## src/rtl/config_chain_loader.sv

```systemverilog
// config_chain_loader
// Master end of a serial configuration chain. Parallel words arrive over a
// valid/ready stream and are serialized MSB first into exactly CHAIN_LEN
// enabled shift cycles. A verify pass re-sends the same stream while
// comparing every bit that leaves the far end of the chain, so the chain
// contents are confirmed and left unchanged.
module config_chain_loader #(
    parameter int CHAIN_LEN = 100,
    parameter int WORD_W    = 32
) (
    input  logic              clk,
    input  logic              RSTN,
    input  logic              start,
    input  logic              verify,
    input  logic [WORD_W-1:0] s_data,
    input  logic              s_valid,
    output logic              s_ready,
    output logic              busy,
    output logic              done,
    output logic              error,
    output logic [15:0]       mismatch_count,
    output logic              configuration_input,
    output logic              configuration_enable,
    input  logic              configuration_output
);

    // Words per pass and the number of used bits in the final word.
    localparam int NW = (CHAIN_LEN + WORD_W - 1) / WORD_W;
    localparam int R  = CHAIN_LEN - (NW - 1) * WORD_W;

    // Counter widths: bits left in the holding register, words accepted.
    localparam int BW = $clog2(WORD_W + 1);
    localparam int AW = $clog2(NW + 1);

    localparam logic [AW-1:0] NW_L    = AW'(NW);
    localparam logic [AW-1:0] LAST_IX = AW'(NW - 1);
    localparam logic [BW-1:0] FULL_M1 = BW'(WORD_W - 1);
    localparam logic [BW-1:0] LAST_M1 = BW'(R - 1);

    typedef enum logic [1:0] {
        IDLE  = 2'd0,
        SHIFT = 2'd1,
        DONE  = 2'd2
    } state_t;

    state_t            state;
    logic [WORD_W-1:0] hold;         // remaining bits, next one at the MSB
    logic [BW-1:0]     hold_cnt;     // bits still waiting behind configuration_input
    logic [AW-1:0]     words_acc;    // words accepted in this pass
    logic              verify_mode;  // latched with start
    logic              accept;
    logic              last_word;
    logic              far_mismatch;

    // The holding register may take a new word when it is empty, or when
    // the bit now on configuration_input is its last one, so back-to-back
    // words shift with no bubble.
    assign s_ready      = (state == SHIFT) && (words_acc < NW_L) && (hold_cnt == '0);
    assign accept       = s_valid && s_ready;
    assign last_word    = (words_acc == LAST_IX);
    assign far_mismatch = configuration_output != configuration_input;

    // Pass sequencing, serialization and far-end comparison.
    always_ff @(posedge clk) begin
        if (!RSTN) begin
            state                <= IDLE;
            busy                 <= 1'b0;
            done                 <= 1'b0;
            error                <= 1'b0;
            mismatch_count       <= 16'd0;
            configuration_input  <= 1'b0;
            configuration_enable <= 1'b0;
            hold                 <= '0;
            hold_cnt             <= '0;
            words_acc            <= '0;
            verify_mode          <= 1'b0;
        end else begin
            done <= 1'b0;
            case (state)
                IDLE: begin
                    if (start) begin
                        state                <= SHIFT;
                        busy                 <= 1'b1;
                        verify_mode          <= verify;
                        error                <= 1'b0;
                        mismatch_count       <= 16'd0;
                        words_acc            <= '0;
                        hold_cnt             <= '0;
                        configuration_enable <= 1'b0;
                    end
                end

                SHIFT: begin
                    // The chain's far-end bit is compared before this edge
                    // shifts it out; the bit going in is what should return.
                    if (configuration_enable && verify_mode && far_mismatch) begin
                        error <= 1'b1;
                        if (mismatch_count != 16'hFFFF) begin
                            mismatch_count <= mismatch_count + 16'd1;
                        end
                    end

                    if (accept) begin
                        // New word: its MSB goes straight onto the chain
                        // input, the rest waits in the holding register.
                        configuration_input  <= s_data[WORD_W-1];
                        configuration_enable <= 1'b1;
                        hold                 <= s_data << 1;
                        hold_cnt             <= last_word ? LAST_M1 : FULL_M1;
                        words_acc            <= words_acc + 1'b1;
                    end else if (configuration_enable && (hold_cnt != '0)) begin
                        configuration_input <= hold[WORD_W-1];
                        hold                <= hold << 1;
                        hold_cnt            <= hold_cnt - 1'b1;
                    end else if (configuration_enable) begin
                        // Holding register just drained: either the pass is
                        // complete or the chain waits for the next word.
                        configuration_enable <= 1'b0;
                        if (words_acc == NW_L) begin
                            state <= DONE;
                            busy  <= 1'b0;
                            done  <= 1'b1;
                        end
                    end
                end

                DONE: begin
                    state <= IDLE;
                end

                default: begin
                    state <= IDLE;
                end
            endcase
        end
    end

endmodule

```

## config.mk

```make
export PLATFORM = sky130hd
export DESIGN_NAME = config_chain_loader
export DESIGN_NICKNAME = d
export VERILOG_FILES = /design/src/rtl/config_chain_loader.sv
export SDC_FILE = /design/constraint.sdc
export NUM_CORES = 1
export LEC_CHECK = 0
export ABC_AREA = 1
export CORE_MARGIN = 10
export CORE_UTILIZATION = 50
export DETAILED_ROUTE_END_ITERATION = 16
export PLACE_DENSITY_LB_ADDON = 0.05
export SETUP_SLACK_MARGIN = 0.5
export SLEW_MARGIN = 20
export SYNTH_ARGS = -nofsm -noshare
export SYNTH_HDL_FRONTEND = slang
export SYNTH_SLANG_ARGS = --single-unit
```

## constraint.sdc

```tcl
create_clock -name clk -period 2.65 [get_ports clk]
set_input_delay 0.53 -clock clk [delete_from_list [all_inputs] [get_ports clk]]
set_output_delay 0.53 -clock clk [all_outputs]
set_load 0.02 [all_outputs]
```

==> impl_metrics.ini, run 1 <==
[logic_synthesis]
ys_async_sr_fraction_pct = 0
syn_area_per_cell_sq_um = 6.52
yosysTopAreaCell = dfxtp_1
synth-seq-cells = 64
syn_area_sq_um = 3510
synth_ff_type = dfxtp_1
netlist.area_leader.share_pct = 36.5
ys_top_cells_by_area = dfxtp_1, nand2_1, nor2_1
synthesis.nets = 583
ys_warn_count = 0
synth_edf_count = 0
yosysUniqueCellTypes = 29
seq_area_frac_synth_pct = 36.5
synthCells = 539
synth_top_cells_by_count = nand2_1, dfxtp_1, nor2_1
yosysMostFrequentCell = nand2_1

[setup_path]
critical_path.max_fanout = 6
endpoint_kind = primary output
crit_family = buffers and inverters
critPathBufInv = 1
start_kind = flop
path_cells = clkdlybuf4s50_1
worstPathRequired_ns = 2.12
cp_slowest_cell = clkdlybuf4s50_1
path_class = flop to primary output
cp.arrival_ns = 1.46
max_stage_delay_ns = 0.66

[route]
wl_mm = 7.93
via_per_inst = 4.81
drtAntennaViolNets = 0
routedWlPerCell_microns = 11.5
first_pass_iters = 4
route.detailed.drc = 0
vias = 3323
drtIter0Drc = 132

[floorplanning]
row_count = 30
ios = 60
coreArea_sq_um = 6790
die_w_microns = 104
fp.dieH_microns = 104
start_util_pct = 51.7
fp.dieArea_sq_um = 10800

[place]
io_buffers = 59
gp_congestion = 0.843
dp_hpwl_mm = 5.47
place_ws_ns = 0.433
postPlaceCellArea_sq_um = 4130
placedCellCount = 676

[sta]
post-route-period-util_pct = 75.2
fmax_ghz = 0.502
fin_worst_skew_ns = 0.00840
max_slew_margin_pct = 63.6
rsz0062_at_grt = false
tns_ns = 0
worstMarginPinSlew_ns = 0.546
setup_violations = 0
layout_setup_ws_ns = 0.658
final_hold_viol_count = 0
min_period_ns = 1.99
maxSlewViolCount = 0

[layout]
stdcell_count = 691
stdcell_area_sq_um = 4290
antenna_cells_inserted = 0
area_growth_pct = 22.1
layout.nets = 635
drive_above_1_share_pct = 9.92

[cts]
clock-sinks = 64
path_clk_slew_ns = 0.07
htreeDepth = 3
clock_latency_ns = 0.34
cts-hold-fix-buffers = 0
cts.path.max_buffers = 2
cts_made_buffers = 9
cts_tree = done
cts_root_buf = clkbuf_8

[global_routing]
grt_antenna_before_repair = 0
overflow = 0
grt_pass1_vias = 3106
grt_pass1_wl_mm = 13.7
grt_max_degree = 71
grt_usage_pct = 14.6

[min_path]
hold_path_class = flop to flop

[run]
maxCapViolCount = 0

[outcome]
status = completed

[pwr]
ir_worst_vdd_mv = 0.270
power.density_nw_per_um2 = 472
leakage_uw = 0.00170
layer usage:
metal | global-route usage (%) | wire (microns) | up-vias
met4 | 4.87 | 78 | 0
met5 | 0 | 0 | -
li1 | - | - | 1781
met1 | 17.8 | 3720 | 1456
met2 | 23.7 | 3660 | 79
met3 | 4.71 | 469 | 7
timing repair:
| action | CTS | global route |
|---|---|---|
| endpoints found under the setup margin | 1 | 25 |
| gates resized for setup | 5 | 2 |
| setup buffers | 0 | 0 |
cell families (layout without fill, tap and decap cells):
family / count (synthesis) / count (layout) / share of synthesized area, %
and+or+nand+nor: 291 / 291 / 35.7
xor gates and xnor gates: 6 / 6 / 1.50
DFF: 64 / 64 / 36.5
AOI/OAI and AO/OA: 84 / 84 / 13.0
buffers and inverters: 88 / 144 / 11.1
adders and majority gates: 6 / 6 / 2.14
layout by cell type, fill, tap and decap left out, types with 2 or more instances in the layout:
| cell | synthesis | routed |
|---|---|---|
| buf_4 | 1 | 4 |
| clkbuf_8 | 0 | 9 |
| a21oi_2 | 10 | 10 |
| inv_1 | 60 | 59 |
| clkdlybuf4s50_1 | 0 | 58 |
| nand2_2 | 12 | 12 |
| nand2_4 | 4 | 4 |
| clkinv_2 | 0 | 3 |
| xnor2_1 | 2 | 2 |
| nor2_1 | 63 | 63 |
| inv_2 | 4 | 4 |
| nand4_1 | 10 | 10 |
| o21ai_0 | 33 | 33 |
| clkbuf_1 | 9 | 2 |
| xor2_1 | 4 | 4 |
| a21oi_1 | 37 | 37 |
| dfxtp_1 | 64 | 64 |
| nand2_1 | 167 | 167 |
| nor2_2 | 5 | 5 |
| nor3_1 | 4 | 3 |
| ha_1 | 6 | 6 |
| o21ai_1 | 4 | 4 |
| nand3_1 | 21 | 21 |
metrics by stage:
| stage | power (uW) | hold slack [ns] | util [%] |
|---|---|---|---|
| after floorplan | 1250 | 0.440 | - |
| after global placement | 1350 | 0.450 | 60.8 |
| after detailed placement | 1350 | 0.455 | 60.8 |
| after CTS | 2050 | 0.466 | 63.2 |
| after global routing | 2140 | 0.479 | 63.1 |
| final | 2020 | 0.464 | 63.1 |
path summary, 6_finish.rpt:
kind | from | end | slack (ns) | cells after the start
setup / recovery | mismatch_count[8] | mismatch_count[8] | 0.66 | 1
hold / removal | hold[5] | hold[5] | 0.46 | 2
setup reg to reg | mismatch_count[0] | mismatch_count[9] | 0.78 | 12
hold reg to reg | hold[5] | hold[5] | 0.46 | 2
state kept, by name, summed over array words and instances, names as in the netlist:
name                  cells
done                      1
configuration_enable      1
verify_mode               1
configuration_input       1
state                     2
hold_cnt                  6
busy                      1
mismatch_count           16
words_acc                 3
hold                     31
error                     1
cell type report:
cell class                      count  area [sq um]
Multi-Input combinational cell    387          1850
Tap cell                           96           120
Fill cell                         635          2510
Timing Repair Buffer               64           636
Sequential cell                    64          1280
Clock buffer                       11           131
Clock inverter                      4          22.5
Inverter                           65           251
power breakdown:
part	switching (uW)	total [uW]	internal, uW
clock	363	692	329
combinational	197	330	133
sequential	17.9	1000	983
Note: power is estimated with default switching activity, not from simulation.
==> run 2, diff against run 1 <==
--- a/config.mk
+++ b/config.mk
@@ -7,7 +7,7 @@
 export LEC_CHECK = 0
 export ABC_AREA = 1
 export CORE_MARGIN = 10
-export CORE_UTILIZATION = 50
+export CORE_UTILIZATION = 48
 export DETAILED_ROUTE_END_ITERATION = 16
 export PLACE_DENSITY_LB_ADDON = 0.05
 export SETUP_SLACK_MARGIN = 0.5
==> constraint.sdc (replaced) <==
create_clock -name clk -period 1.7 [get_ports clk]
set_input_delay 0.34 -clock clk [delete_from_list [all_inputs] [get_ports clk]]
set_output_delay 0.34 -clock clk [all_outputs]
set_load 0.02 [all_outputs]
==> run 2 against run 1 <==
- via count up 38%
- non-clock buffer count up 88
- the flow now finishes with violations (negative setup slack)
- largest power group unchanged
- clock power increased by 110%
- core utilization is 26 points higher
==> impl_metrics.ini, run 2 (synthesis results as in run 1) <==
[global_routing]
overflow = 0
grt_antenna_before_repair = 0
grt_max_degree = 38
grt_pass1_vias = 4137
grt_pass1_wl_mm = 19.7
grt_usage_pct = 21.1

[sta]
tns_ns = -4.33
post-route-period-util_pct = 110
layout_setup_ws_ns = -0.175
maxSlewViolCount = 0
fmax_ghz = 0.533
fin_worst_skew_ns = 0.0152
min_period_ns = 1.87
setup_violations = 43
worstMarginPinSlew_ns = 0.584
final_hold_viol_count = 0
rsz0062_at_grt = true
max_slew_margin_pct = 61.0
hold_ws_ns = 0.472

[place]
dp_hpwl_mm = 6.14
placedCellCount = 702
io_buffers = 59
gp_congestion = 0.845

[cts]
cts-hold-fix-buffers = 0
cts_tree = done
cts_made_buffers = 9
htreeDepth = 3
clock_latency_ns = 0.36
path_clk_slew_ns = 0.08
cts_root_buf = clkbuf_8
clock-sinks = 64
cts.path.max_buffers = 2

[setup_path]
reg2reg_slack_ns = -0.17
critical_path.max_fanout = 7
endpoint_kind = flop
start_kind = flop
r2r-start = hold_cnt[3]
worstPathRequired_ns = 1.97
worstRegToRegCells = 11
path_class = flop to flop
r2r_end = hold[25]
cp.arrival_ns = 2.15

[pwr]
leakage_uw = 0.00264
power_uw = 4180
power.density_nw_per_um2 = 651
ir_worst_vdd_mv = 0.395

[route]
routedWlPerCell_microns = 20.7
first_pass_iters = 5
drtIter0Drc = 375
wl_mm = 16.3
via_per_inst = 5.82
route.detailed.drc = 0
drtAntennaViolNets = 0
vias = 4578

[layout]
stdcell_count = 787
largest_registers = hold: 31 flops, mismatch_count: 16 flops, hold_cnt: 6 flops
fillCellCount = 293
largest_register_ffs = 31
multi_input_area_sq_um = 2720
layout.nets = 728
area_growth_pct = 82.5
finish.utilization_pct = 89.3
drive_above_1_share_pct = 53.1
antenna_cells_inserted = 0
layout_common_cells = nand2_1, inv_1, nand2_2
seq_area_sq_um = 1360
layout_commonest_cell = nand2_1
regMostFlops = hold

[min_path]
hold_path_class = flop to flop
hold_depth = 2
hp-start = hold[17]
hold_end = hold[17]

[run]
maxCapViolCount = 0

[floorplanning]
coreArea_sq_um = 7180
fp.dieH_microns = 106
row_count = 31
fp.dieArea_sq_um = 11100
start_util_pct = 48.9
ios = 60
die_w_microns = 106

[outcome]
status = complete, but fails checks
violations = negative setup slack
## run 2: changes by cell type in the layout (fill, tap and decap cells not counted), moves of 22 or more
cell	change
nor2_1	-22
a21oi_2	+28
nand2_2	+42
nand2_4	+23
a21oi_1	-28
buf_4	+46
clkdlybuf4s50_1	-22
dfxtp_1	-25
o21ai_0	-32
o21ai_2	+27
nand2_1	-69
buf_6	+43
## run 2: worst max-delay path, stage by stage (launching register included)
cell,delay (ns)
dfxtp_2,0.34
nor2_4,0.12
buf_4,0.14
nand2_2,0.08
nor2_4,0.16
nand3_4,0.13
buf_8,0.18
buf_6,0.12
buf_16,0.14
o21ai_2,0.11
nand2_1,0.09
a21oi_2,0.16
## run 2: per-stage QoR
| step | instance area [sq um] | setup WS [ns] |
|---|---|---|
| final | 6410 | -0.175 |
| after global routing | 6410 | -0.194 |
| after CTS | 5650 | -0.0409 |
| after detailed placement | 4390 | -0.165 |
| after global placement | 4390 | -0.136 |
| after floorplan | 3610 | 0.199 |
## run 2: worst max-delay path by stage
stage | start | endpoint | slack, ns | depth (start not counted)
floorplan | mismatch_count[1] | mismatch_count[5] | 0.20 | 11
global placement | configuration_output | mismatch_count[13] | -0.14 | 10
detailed placement | configuration_output | mismatch_count[10] | -0.16 | 10
CTS | hold_cnt[1] | s_ready | -0.04 | 5
global route | hold_cnt[1] | hold[21] | -0.19 | 12
finish | hold_cnt[3] | hold[25] | -0.17 | 11
## run 2: power by group
part           total [uW]  internal [uW]  switching [uW]  leakage (uW)
combinational        1180            531             653       0.00200
clock                1440            786             655      0.000108
sequential           1550           1510            43.0      0.000535
total                4180           2830            1350       0.00264
## run 2: layout make-up
class | instances | area share, %
clock buffers | 12 | 2.58
repair inverters | 3 | 0.761
inverters | 65 | 4.27
well taps | 99 | 1.93
multi-input cells | 389 | 42.3
clock inverters | 3 | 0.625
flip-flops and latches | 64 | 21.1
repair buffers | 152 | 26.3
## run 2: what timing repair did
action	in CTS	in global routing
gates cloned	14	0
resized for setup	300	158
endpoints found under the setup margin	84	82
hold endpoints to repair	0	0
pin swaps	50	64
buffers inserted	38	18
## run 2: routing by layer
metal	up-vias	global-route usage (%)	part of all wire [%]
met5	-	0	0
met4	0	8.41	7.5
met3	127	4.63	8.1
met2	335	38.5	49
met1	2131	23.3	35
li1	1985	-	-
==> run 3, diff against run 2 <==
--- a/config.mk
+++ b/config.mk
@@ -7,8 +7,9 @@
 export LEC_CHECK = 0
 export ABC_AREA = 1
 export CORE_MARGIN = 10
-export CORE_UTILIZATION = 48
+export CORE_UTILIZATION = 50
 export DETAILED_ROUTE_END_ITERATION = 16
+export HOLD_SLACK_MARGIN = 0.03
 export PLACE_DENSITY_LB_ADDON = 0.05
 export SETUP_SLACK_MARGIN = 0.5
 export SLEW_MARGIN = 20
==> constraint.sdc (replaced) <==
create_clock -name clk -period 2 [get_ports clk]
set_input_delay 0.4 -clock clk [delete_from_list [all_inputs] [get_ports clk]]
set_output_delay 0.4 -clock clk [all_outputs]
set_load 0.02 [all_outputs]
==> run 3 against run 2 <==
- the flow now finishes without violations
- clock-buffer cell count is the same
- worst setup slack gained 0.29 ns
- sequential cell count is the same
- hold slack lost 0.0060 ns
- die area shrank 3.3%
- first-iteration DRC count shrank 33%
- core utilization shrank 7.0 points
- final cell count shrank 4.8%
- critical path depth shrank 6
- critical path type is now flop to primary output
- largest cell class unchanged
- non-clock buffer count shrank 35
- sequential power shrank 14%
==> impl_metrics.ini, run 3 (synthesis results as in run 1) <==
[route]
first_pass_iters = 5
routedWlPerCell_microns = 16.6
drtIter0Drc = 253
via_per_inst = 5.33
wl_mm = 12.4
route.detailed.drc = 0
vias = 3990
drtAntennaViolNets = 0

[sta]
post-route-period-util_pct = 94.2
tns_ns = 0
rsz0062_at_grt = true
worstMarginPinSlew_ns = 0.593
setup_violations = 0
fmax_ghz = 0.531
final_hold_viol_count = 0
min_period_ns = 1.88
fin_worst_skew_ns = 0.0146
maxSlewViolCount = 0
max_slew_margin_pct = 60.4
hold_ws_ns = 0.466

[place]
io_buffers = 59
gp_congestion = 0.849
placedCellCount = 681
postPlaceCellArea_sq_um = 4200
dp_hpwl_mm = 5.86

[floorplanning]
ios = 60
row_count = 30
fp.dieH_microns = 104
coreArea_sq_um = 6790
fp.dieArea_sq_um = 10800
die_w_microns = 104
start_util_pct = 51.7

[layout]
layout.nets = 693
largest_registers = hold: 31 flops, mismatch_count: 16 flops, hold_cnt: 6 flops
layout_common_cells = nand2_1, inv_1, nor2_1
regMostFlops = hold
stdcell_area_sq_um = 5600
layout_commonest_cell = nand2_1
area_growth_pct = 59.4
stdcell_count = 749
drive_above_1_share_pct = 35.1
largest_register_ffs = 31
fillCellCount = 431
antenna_cells_inserted = 0

[setup_path]
path_class = flop to primary output
start_kind = flop
cp.arrival_ns = 1.48
endpoint_kind = primary output
max_stage_delay_ns = 0.35
worstPathRequired_ns = 1.60
cp_slowest_cell = dfxtp_2
path_cells = inv_2, ha_4, nand4_1, nor3_2, buf_4
critical_path.max_fanout = 3

[min_path]
hold_path_class = flop to flop

[cts]
cts_made_buffers = 9
cts_tree = done
clock_latency_ns = 0.35
cts_root_buf = clkbuf_8
htreeDepth = 3
path_clk_slew_ns = 0.08
cts.path.max_buffers = 2
clock-sinks = 64

[global_routing]
grt_antenna_before_repair = 0
grt_pass1_wl_mm = 17.6
overflow = 0
grt_max_degree = 46
grt_usage_pct = 19.4
grt_pass1_vias = 3677

[pwr]
ir_worst_vdd_mv = 0.424
power.density_nw_per_um2 = 578
leakage_uw = 0.00240

[outcome]
status = completed

[run]
maxCapViolCount = 0
==> run 3: timing repair <==
item,CTS,global route
hold buffers,0,0
buffers inserted,21,19
pin swaps,23,22
setup endpoints to repair,78,74
gates resized for setup,135,102
gates cloned,11,2
==> run 3: per-stage QoR <==
stage	worst slack [ns]	total power (uW)	utilization (%)
floorplan	0.487	1650	-
detailed placement	0.0707	1810	61.8
finish	0.117	3230	82.4
global route	0.0285	3360	82.4
global placement	0.111	1800	61.8
CTS	0.235	3060	75.4
==> run 3: area by class of cell <==
cell class                 instances  area (sq um)  area share [%]
timing repair buffer             117          1350            24.0
clock buffer                      12           145            2.59
sequential                        64          1310            23.4
timing repair inverter             4          77.6            1.39
tap                               96           120            2.15
clock inverter                     3          42.5           0.760
inverter                          65           285            5.10
multi-input combinational        388          2270            40.6
==> run 3: path summary, 6_finish.rpt <==
check,depth (start not counted),slack (ns),from,endpoint
worst max-delay path,5,0.12,hold_cnt[0],s_ready
worst min-delay path,2,0.47,hold[6],hold[6]
worst max register to register,12,0.14,hold_cnt[0],hold[3]
worst min register to register,2,0.47,hold[6],hold[6]
==> run 3: where the power goes <==
part / switching [uW] / internal (uW)
sequential: 32.0 / 1300
combinational: 424 / 363
clock: 512 / 602
==> run 3: per-layer routing <==
metal / wire, microns / track usage [%] / share of wire [%] / vias to the layer above
li1: - / - / - / 1917
met1: 5000 / 24.5 / 40 / 1858
met2: 6190 / 31.9 / 50 / 183
met3: 936 / 4.52 / 7.5 / 32
met4: 275 / 5.77 / 2.2 / 0
met5: 0 / 0 / 0 / -
==> run 3: critical path: cells and delay by family (launching register included) <==
| kind | cells | cell delay (ns) |
|---|---|---|
| AND/OR/NAND/NOR | 2 | 0.38 |
| flip-flops | 1 | 0.35 |
| buffers and inverters | 2 | 0.26 |
| adder cells (fa/ha/maj) | 1 | 0.14 |
